===== src/rtl/prng_seq_ctrl.sv =====
// prng_seq_ctrl: sequencing controller for the PRNG datapath.
// Issues single-cycle clock-enable strobes to the 16-bit data LFSR and the
// 8-bit control LFSR. It also produces the seed parallel-load strobe and the
// display-latch strobe, and tracks the number of data steps since the last seed.
// Everything runs in the CLK domain.
// Optional build macro PRNG_DEBOUNCE_EN: adds a stability-counter debouncer
// (DEB_CYCLES samples) between the button synchroniser and the edge detector.
module prng_seq_ctrl #(
    parameter logic [23:0] DATA_DIV = 24'd10_000_000,
    parameter logic [23:0] CTRL_DIV = 24'd4
`ifdef PRNG_DEBOUNCE_EN
    ,
    parameter logic [15:0] DEB_CYCLES = 16'd50_000
`endif
) (
    input  logic        CLK,
    input  logic        rst,
    input  logic        en,
    input  logic        mode_run,
    input  logic        step_btn,
    input  logic        seed_req,
    input  logic [7:0]  seed_val,
    output logic        data_step,
    output logic        ctrl_step,
    output logic        seed_load,
    output logic [15:0] seed_data,
    output logic        disp_latch,
    output logic [1:0]  state,
    output logic [7:0]  step_count
);

    typedef enum logic [1:0] {
        IDLE  = 2'b00,
        SEED  = 2'b01,
        RUN   = 2'b10,
        PAUSE = 2'b11
    } state_t;

    typedef struct packed {
        logic data;
        logic ctrl;
        logic load;
    } strobe_t;

    state_t      state_q, state_d;
    logic [23:0] ddiv_q, ddiv_d;
    logic [23:0] cdiv_q, cdiv_d;
    logic [7:0]  cnt_q;
    logic        lat_q;
    strobe_t     stb;

    logic        btn_s1, btn_s2, btn_prev;
    logic        btn_lvl, btn_edge;

    // Two-flop synchroniser on the raw asynchronous button.
    always_ff @(posedge CLK or negedge rst) begin
        if (!rst) begin
            btn_s1 <= 1'b0;
            btn_s2 <= 1'b0;
        end else begin
            btn_s1 <= step_btn;
            btn_s2 <= btn_s1;
        end
    end

`ifdef PRNG_DEBOUNCE_EN
    logic        deb_q;
    logic [15:0] deb_cnt;

    // Debounced level flips only after DEB_CYCLES consecutive samples that
    // disagree with it; any agreeing sample restarts the window.
    always_ff @(posedge CLK or negedge rst) begin
        if (!rst) begin
            deb_q   <= 1'b0;
            deb_cnt <= '0;
        end else if (btn_s2 == deb_q) begin
            deb_cnt <= '0;
        end else if (deb_cnt == DEB_CYCLES - 16'd1) begin
            deb_q   <= btn_s2;
            deb_cnt <= '0;
        end else begin
            deb_cnt <= deb_cnt + 16'd1;
        end
    end

    assign btn_lvl = deb_q;
`else
    assign btn_lvl = btn_s2;
`endif

    // Previous-value flop for rising-edge detection on the button level.
    always_ff @(posedge CLK or negedge rst) begin
        if (!rst) btn_prev <= 1'b0;
        else      btn_prev <= btn_lvl;
    end

    assign btn_edge = btn_lvl & ~btn_prev;

    // Next-state, divider and strobe decode; en=0 overrides everything.
    always_comb begin
        state_d = state_q;
        ddiv_d  = ddiv_q;
        cdiv_d  = cdiv_q;
        stb     = '0;
        if (!en) begin
            state_d = IDLE;
            ddiv_d  = '0;
            cdiv_d  = '0;
        end else begin
            case (state_q)
                IDLE: begin
                    if (seed_req)      state_d = SEED;
                    else if (mode_run) state_d = RUN;
                    else               state_d = PAUSE;
                end
                SEED: begin
                    stb.load = 1'b1;
                    ddiv_d   = '0;
                    cdiv_d   = '0;
                    if (seed_req)      state_d = SEED;
                    else if (mode_run) state_d = RUN;
                    else               state_d = PAUSE;
                end
                RUN: begin
                    if (seed_req) begin
                        // A terminal count in this cycle is dropped on purpose.
                        state_d = SEED;
                        ddiv_d  = '0;
                        cdiv_d  = '0;
                    end else begin
                        if (ddiv_q == DATA_DIV - 24'd1) begin
                            stb.data = 1'b1;
                            ddiv_d   = '0;
                        end else begin
                            ddiv_d = ddiv_q + 24'd1;
                        end
                        if (cdiv_q == CTRL_DIV - 24'd1) begin
                            stb.ctrl = 1'b1;
                            cdiv_d   = '0;
                        end else begin
                            cdiv_d = cdiv_q + 24'd1;
                        end
                        state_d = mode_run ? RUN : PAUSE;
                    end
                end
                PAUSE: begin
                    // Dividers hold so RUN resumes mid-period.
                    if (seed_req) begin
                        state_d = SEED;
                    end else begin
                        if (btn_edge) begin
                            stb.data = 1'b1;
                            stb.ctrl = 1'b1;
                        end
                        state_d = mode_run ? RUN : PAUSE;
                    end
                end
                default: state_d = IDLE;
            endcase
        end
    end

    // State and divider registers.
    always_ff @(posedge CLK or negedge rst) begin
        if (!rst) begin
            state_q <= IDLE;
            ddiv_q  <= '0;
            cdiv_q  <= '0;
        end else begin
            state_q <= state_d;
            ddiv_q  <= ddiv_d;
            cdiv_q  <= cdiv_d;
        end
    end

    // Step counter: cleared by seed load, bumped by every data step, wraps.
    always_ff @(posedge CLK or negedge rst) begin
        if (!rst)          cnt_q <= '0;
        else if (stb.load) cnt_q <= '0;
        else if (stb.data) cnt_q <= cnt_q + 8'd1;
    end

    // Display latch trails every data step / seed load by one cycle.
    always_ff @(posedge CLK or negedge rst) begin
        if (!rst) lat_q <= 1'b0;
        else      lat_q <= stb.data | stb.load;
    end

    // The seed word has a 0 in its low byte wherever the high byte has a 1,
    // so it can never be the all-ones XNOR-LFSR lock-up value.
    assign data_step  = stb.data;
    assign ctrl_step  = stb.ctrl;
    assign seed_load  = stb.load;
    assign seed_data  = stb.load ? {seed_val, ~seed_val} : 16'h0000;
    assign disp_latch = lat_q & en;
    assign state      = state_q;
    assign step_count = cnt_q;

endmodule


===== config.mk =====
export PLATFORM = sky130hd
export DESIGN_NAME = prng_seq_ctrl
export DESIGN_NICKNAME = d
export VERILOG_FILES = /design/src/rtl/prng_seq_ctrl.sv
export SDC_FILE = /design/constraint.sdc
export NUM_CORES = 1
export LEC_CHECK = 0
export CORE_MARGIN = 10
export CORE_UTILIZATION = 50
export DETAILED_ROUTE_END_ITERATION = 8
export MAX_ROUTING_LAYER = met4
export PLACE_DENSITY_LB_ADDON = 0.25
export SLEW_MARGIN = 25
export SYNTH_ARGS = -nofsm -noshare
export SYNTH_HDL_FRONTEND = slang
export SYNTH_SLANG_ARGS = --single-unit

===== constraint.sdc =====
create_clock -name CLK -period 2.23 [get_ports CLK]
set_input_delay 0.5575 -clock CLK [delete_from_list [all_inputs] [get_ports CLK]]
set_output_delay 0.5575 -clock CLK [all_outputs]
set_load 0.01 [all_outputs]

==> results of run 1 <==
[worst register-to-register path: stages (launching register included)]
cell and delay [ps]:
dfrtp_1 370, ha_2 210, nor4b_4 200, buf_4 150, nand4_1 140, buf_4 190, o21a_1 200, nor2_2 390
nor2_1 120
[cell type report]
| class | instances | area [µm²] | area share [%] |
|---|---|---|---|
| repair inverters | 1 | 7.51 | 0.151 |
| well taps | 80 | 100 | 2.02 |
| inverters | 13 | 48.8 | 0.983 |
| multi-input cells | 291 | 1860 | 37.4 |
| clock buffers | 9 | 124 | 2.49 |
| repair buffers | 134 | 1130 | 22.8 |
| flip-flops and latches | 62 | 1550 | 31.2 |
| clock inverters | 7 | 145 | 2.92 |
[how the worst max path moves through the flow]
stage                   endpoint  slack (ps)  cells past startpoint
floorplan              data_step          90                      7
global placement       data_step        -370                      5
detailed placement  seed_data[3]        -400                      5
CTS                    data_step        -210                      6
global route           data_step        -330                      7
finish                 data_step        -220                      7
[cells by family (layout without fill, tap and decap cells)]
group | after synthesis | count (layout) | synth area share, %
AO/OA/AOI/OAI | 84 | 84 | 15.7
XOR/XNOR | 16 | 16 | 4.05
adder cells (fa/ha/maj) | 3 | 3 | 1.08
buffers and inverters | 31 | 164 | 3.98
flip-flops | 62 | 62 | 44.8
multiplexers | 7 | 7 | 2.06
AND/OR/NAND/NOR | 181 | 181 | 28.3
[per-stage QoR]
stage | instance area (µm²) | instances
finish | 4970 | 597
global route | 4970 | 597
CTS | 4870 | 597
detailed placement | 4500 | 564
global placement | 4500 | 564
floorplan | 3460 | 384
[cells in the mapped netlist (3+ instances only)]
master,n,area (µm²)
nand2b_1,5,31.3
mux2i_1,6,60.1
and3_1,4,25.0
a41oi_1,7,61.3
nand3_1,27,135
nand2_1,42,158
o211ai_1,3,22.5
a22o_1,3,26.3
nor3_1,6,30.0
a21oi_1,17,85.1
o21ai_0,15,75.1
clkbuf_1,6,22.5
nand4_1,14,87.6
dfrtp_1,62,1550
a31oi_1,24,150
nor2_1,38,143
and2_1,11,68.8
nor4_1,6,37.5
xor2_1,8,70.1
inv_1,12,45.0
ha_1,3,37.5
or4_1,5,37.5
buf_2,10,50.1
xnor2_1,8,70.1
and4_1,6,52.6
[sequential cells by signal, summed over array words and instances (netlist names)]
name / flops
cdiv_q: 24
lat_q: 1
state: 2
btn_s1: 1
ddiv_q: 24
btn_lvl: 1
step_count: 8
btn_prev: 1
[routing by layer]
layer	wire, µm	part of all wire [%]
met1	3970	40
met2	5270	53
met3	434	4.4
met4	182	1.8
met5	0	0
[where the power goes]
part / internal [W] / switching [W]
Clock: 0.000861 / 0.000465
Sequential: 0.00113 / 0.00000494
Combinational: 0.000103 / 0.000125
Total: 0.00210 / 0.000595
[repair_timing]
action	4_1_cts	5_1_grt
pin swaps	6	5
cloned	1	0
resized for setup	69	38
endpoints found under the setup margin	33	17
buffers inserted	16	1
==> flow_metrics.tcl, run 1 <==
set metrics [dict create \
    outcome "complete, but fails checks" \
    vias 3487 \
    drtIter0Drc 160 \
    fin_tns_setup_ps -400 \
    rsz0062_at_grt "yes" \
    setup_viol 5 \
    place_ws_ps -397 \
    fin_crit_sh_pct 110 \
    rr_startpoint "cdiv_q[1]" \
    fin_nets 529 \
    layout_setup_ws_ps -219 \
    rows 30 \
    ir_drop_mv 0.375 \
    hp-class "in2async" \
    grt_pass1_vias 3388 \
    dieArea_um2 10700 \
    io-pin-count 44 \
    cts_root_buffer "clkbuf_8" \
    critPathKind "reg2out" \
    startpoint "ddiv_q[1]" \
    clk_latency_ps 340 \
    synth_cells 384 \
    cts_tree "done" \
    cts_htree_levels 3 \
    fillers 489 \
    met3_usage_pct 2.99 \
    dp.final_hpwl_um 6690 \
    fin_hold_ws_ps 206 \
    ctsHoldBuffers 0 \
    violations "negative setup slack" \
    grt_pass1_wl_um 16200 \
    synth-edff-count 0 \
    gp_congestion 0.885 \
    max-slew-margin-rel_pct 62.8 \
    layout_commonest_cell "buf_4" \
    cts_buffers 9 \
    max_freq_mhz 408 \
    portBuffers 43 \
    crit_buf_inv 2 \
    critPathCaptureType "primary output" \
    synth.yosys.warnings 0 \
    vias_per_cell 5.84 \
    grt_busiest_layer "met2" \
    grt_use_total_pct 19.7 \
    worstPathArrival_ps 1890 \
    dieWidth_um 103 \
    cpMaxStageDelayCell "dfrtp_1" \
    synth_flop_cell "dfrtp_1" \
    core_um2 6760 \
    clk_pin_slew_worst_paths_ps 70 \
    drv_cap 0 \
    slew_violations 0 \
    crit_path_max_fanout 2 \
    ys_ff_latch 62 \
    syn_area_per_cell_um2 9.02 \
    total_power_w 0.00269 \
    cp-start-kind "flip-flop" \
    antenna_found_initial 0 \
    rrSetupSlack_ps 140 \
    yosysUniqueCellTypes 54 \
    synth_area_um2 3460 \
    cp.required_ps 1670 \
    final_layout_size_suffix_gt1_share_pct 30.6 \
    final_cell_mix "buf_4, dfrtp_1, nand2_1" \
    finClkSkew_ps 11.0 \
    crit_family "simple AND/OR/NAND/NOR gates" \
    hold_violations 0 \
    ys_seq_area_share_pct 44.8 \
    grt_overflow_total 0 \
    synth_nets 401 \
    initial_utilization_pct 51.2 \
    power_per_cell_area_nw_per_um2 542 \
    cts.sinks 62 \
    r2r_cells 8 \
    antenna_cells 0 \
    ant_nets 0 \
    grtUsageMet1_pct 22.2 \
    dieHeight_um 103 \
    path_cells "ha_4 > nand3_4 > nor4_4 > a31oi_2 > or2_1 > inv_1 > buf_6" \
    drtPass1Iterations 5 \
    grt_start_max_net_pins 23 \
    synthToLayoutAreaGrowth_pct 43.4 \
    cts_buffer_depth 2 \
    drt-total-wl_um 9860 \
    drc_errors 0 \
    cpPeakStageDelay_ps 400 \
    grt_use_met2_pct 35.0 \
    power_leakage_nw 2.20 \
    min_period_ps 2450 \
    wire_per_inst_um 16.5 \
    worstMarginPinSlew_ps 553 \
    post-route-util_pct 73.5 \
    r2r_end "cdiv_q[13]" \
    postSynth.asyncResetShare_pct 100 \
]
No activity file was read; power rests on OpenSTA's default activity.
==> run 2, diff against run 1 <==
--- a/config.mk
+++ b/config.mk
@@ -5,6 +5,7 @@
 export SDC_FILE = /design/constraint.sdc
 export NUM_CORES = 1
 export LEC_CHECK = 0
+export CAP_MARGIN = 20
 export CORE_MARGIN = 10
 export CORE_UTILIZATION = 50
 export DETAILED_ROUTE_END_ITERATION = 8
==> results of run 2 <==
Same layout as run 1: the final DEF is identical, and so are final timing and power.
==> run 3, diff against run 2 <==
--- a/config.mk
+++ b/config.mk
@@ -5,9 +5,9 @@
 export SDC_FILE = /design/constraint.sdc
 export NUM_CORES = 1
 export LEC_CHECK = 0
-export CAP_MARGIN = 20
 export CORE_MARGIN = 10
 export CORE_UTILIZATION = 50
+export CTS_CLUSTER_SIZE = 25
 export DETAILED_ROUTE_END_ITERATION = 8
 export MAX_ROUTING_LAYER = met4
 export PLACE_DENSITY_LB_ADDON = 0.25
==> results of run 3 <==
Same layout as run 1: the final DEF is identical, and so are final timing and power.
==> edit (flow settings as in run 1) <==
Add a define of `PRNG_DEBOUNCE_EN`.
--- a/src/rtl/prng_seq_ctrl.sv
+++ b/src/rtl/prng_seq_ctrl.sv
@@ -7,2 +7,4 @@
 // (DEB_CYCLES samples) between the button synchroniser and the edge detector.
+`define PRNG_DEBOUNCE_EN
+
 module prng_seq_ctrl #(
Function: changed (a bounded check fails within 4 cycles, from zero or initial values and one cycle with rst low).
==> edit against run 1 <==
The flow still finishes with violations (setup timing); worst hold slack lost 0.042 ns; cell area up 15%; sequential cell count increased by 17; fmax is 2.1% higher; core utilization shrank 4.3 points; routed wire length grew 12%; setup slack better by 0.050 ns; area after synthesis up 24%; power rose by 6.0%.
==> edit: results (changes against run 1) <==
setup.worst_path.end: "ctrl_step"  # was data_step
synth_edf_count: 0  # unchanged
violations: "setup timing"  # unchanged
rr_endpoint: "step_count[7]"  # was cdiv_q[13]
finClkSkew_ns: 0.0105  # was 0.0110 ns
cp.arrival_ns: 1.84  # was 1.89 ns
gp_congestion: 0.930  # was 0.885
biggestRegsByFlops: "cdiv_q: 24 flops, ddiv_q: 24 flops, deb_cnt: 16 flops"
dp_hpwl_mm: 7.99  # was 6.69 mm
synthTopCellsByCount: "79 x dfrtp_1, 60 x nand2_1, 51 x nor2_1"  # was 62 x dfrtp_1, 42 x nand2_1, 38 x nor2_1
critPathLaunch: "cdiv_q[16]"  # was ddiv_q[1]
fillers: 626  # was 489
ir_drop_v: 0.000357  # was 0.000375 V
drive_gt1_share_pct: 24.0  # was 30.6%
grt_start_max_net_pins: 45  # was 23
p_switching_uw: 659  # was 595 uW
cts-root-buf: "clkbuf_8"  # unchanged
placed_area_mm2: 0.00540  # was 0.00450 mm2
slowest_stage: "or4_4"  # was dfrtp_1
htreeDepth: 3  # unchanged
tightest_slew_ns: 0.590  # was 0.553 ns
setup_viol: 2  # was 5
syn-num-nets: 488  # was 401
antenna_found_initial: 0  # unchanged
grt_pass1_vias: 4116  # was 3388
r2r_setup_slack_ns: 0.15
maxCapViolCount: 0  # unchanged
synth_most_common_cell: "dfrtp_1"  # unchanged
diodes: 0  # unchanged
grt_pass1_wl_mm: 19.2  # was 16.2 mm
first_iter_violations: 271  # was 160
grt.total_usage_pct: 18.2  # was 19.7%
pre_cts_ws_ns: -0.421  # was -0.397 ns
synthTopCellsByArea: "dfrtp_1 46%, nand2_1 5.3%, nor2_1 4.5%"  # was dfrtp_1 45%, nand2_1 4.6%, a31oi_1 4.3%
synth_cell_types: 56  # was 54
setup_slack_ns: -0.169  # was -0.219 ns
vias: 4021  # was 3487
hold_path.class: "input port to asynchronous set/reset pin"  # unchanged
p_leak_uw: 0.00260  # was 0.00220 uW
p_comb_share_pct: 7.6  # was 8.5%
async_reset_ff_share_pct: 100  # unchanged
max_stage_delay_ns: 0.54  # was 0.40 ns
yosysSeqAreaShare_pct: 46.2  # was 44.8%
outcome: "finished with violations"  # unchanged
r2r_start: "ddiv_q[13]"  # was cdiv_q[1]
drt_pass1_iterations: 5  # unchanged
pwr-share-seq_pct: 50.8  # was 42.2%
nets: 617  # was 529
wl_mm: 11.1  # was 9.86 mm
r2r_cells: 7  # was 8
port_buffers: 43  # unchanged
clkTransAtPathRegs_ns: 0.09  # was 0.07 ns
-- edit: cell types whose count changed in the layout (fill, tap and decap cells not counted), moves of 5 or more --
cell,change
a31oi_1,-6
and2_1,+5
and3_1,+6
buf_4,+5
buf_6,-12
dfrtp_1,+17
dlygate4sd2_1,+5
nand2_1,+18
nor2_1,+16
o21ai_0,+5
or3_1,+7
xnor2_1,+5
xor2_1,+7
-- edit: repair_timing --
action,CTS,global route
hold buffers,0,0
gates cloned,1,0
buffers inserted,10,2
setup endpoints to repair,33,20
pin swaps,7,3
resized for setup,66,6
-- edit: stage by stage --
step | utilization, % | cells | hold slack (ns) | TNS (ns) | power, uW
floorplan | - | 470 | 0.262 | 0 | 1560
global placement | 65.4 | 680 | 0.345 | -12.08 | 1680
detailed placement | 65.4 | 680 | 0.361 | -14.57 | 1690
CTS | 68.9 | 707 | 0.171 | -0.271 | 2890
global route | 69.2 | 709 | 0.185 | -0.420 | 2950
finish | 69.2 | 709 | 0.164 | -0.253 | 2850
-- edit: layout make-up --
class	instances	share of cell area [%]
Multi-Input combinational cell	363	39.3
Timing Repair Buffer	132	18.9
Inverter	13	0.855
Sequential cell	79	34.6
Timing Repair inverter	1	0.131
Clock buffer	11	2.48
Clock inverter	5	1.42
Tap cell	105	2.30
-- edit: cell families (layout without fill, tap and decap cells) --
group           Yosys count  count (layout)  share of synthesized area [%]
compound gates           85              85                           12.6
xor+xnor                 28              28                           5.73
buf+inv                  28             162                           2.66
flops                    79              79                           46.2
simple gates            236             236                           29.3
mux                      10              10                           2.40
fa+ha+maj                 4               4                           1.17
-- edit: per-layer routing --
layer / GRT usage (%) / wire length, um
met1: 21.7 / 4900
met2: 30.3 / 5550
met3: 4.26 / 518
met4: 4.65 / 90
met5: - / 0
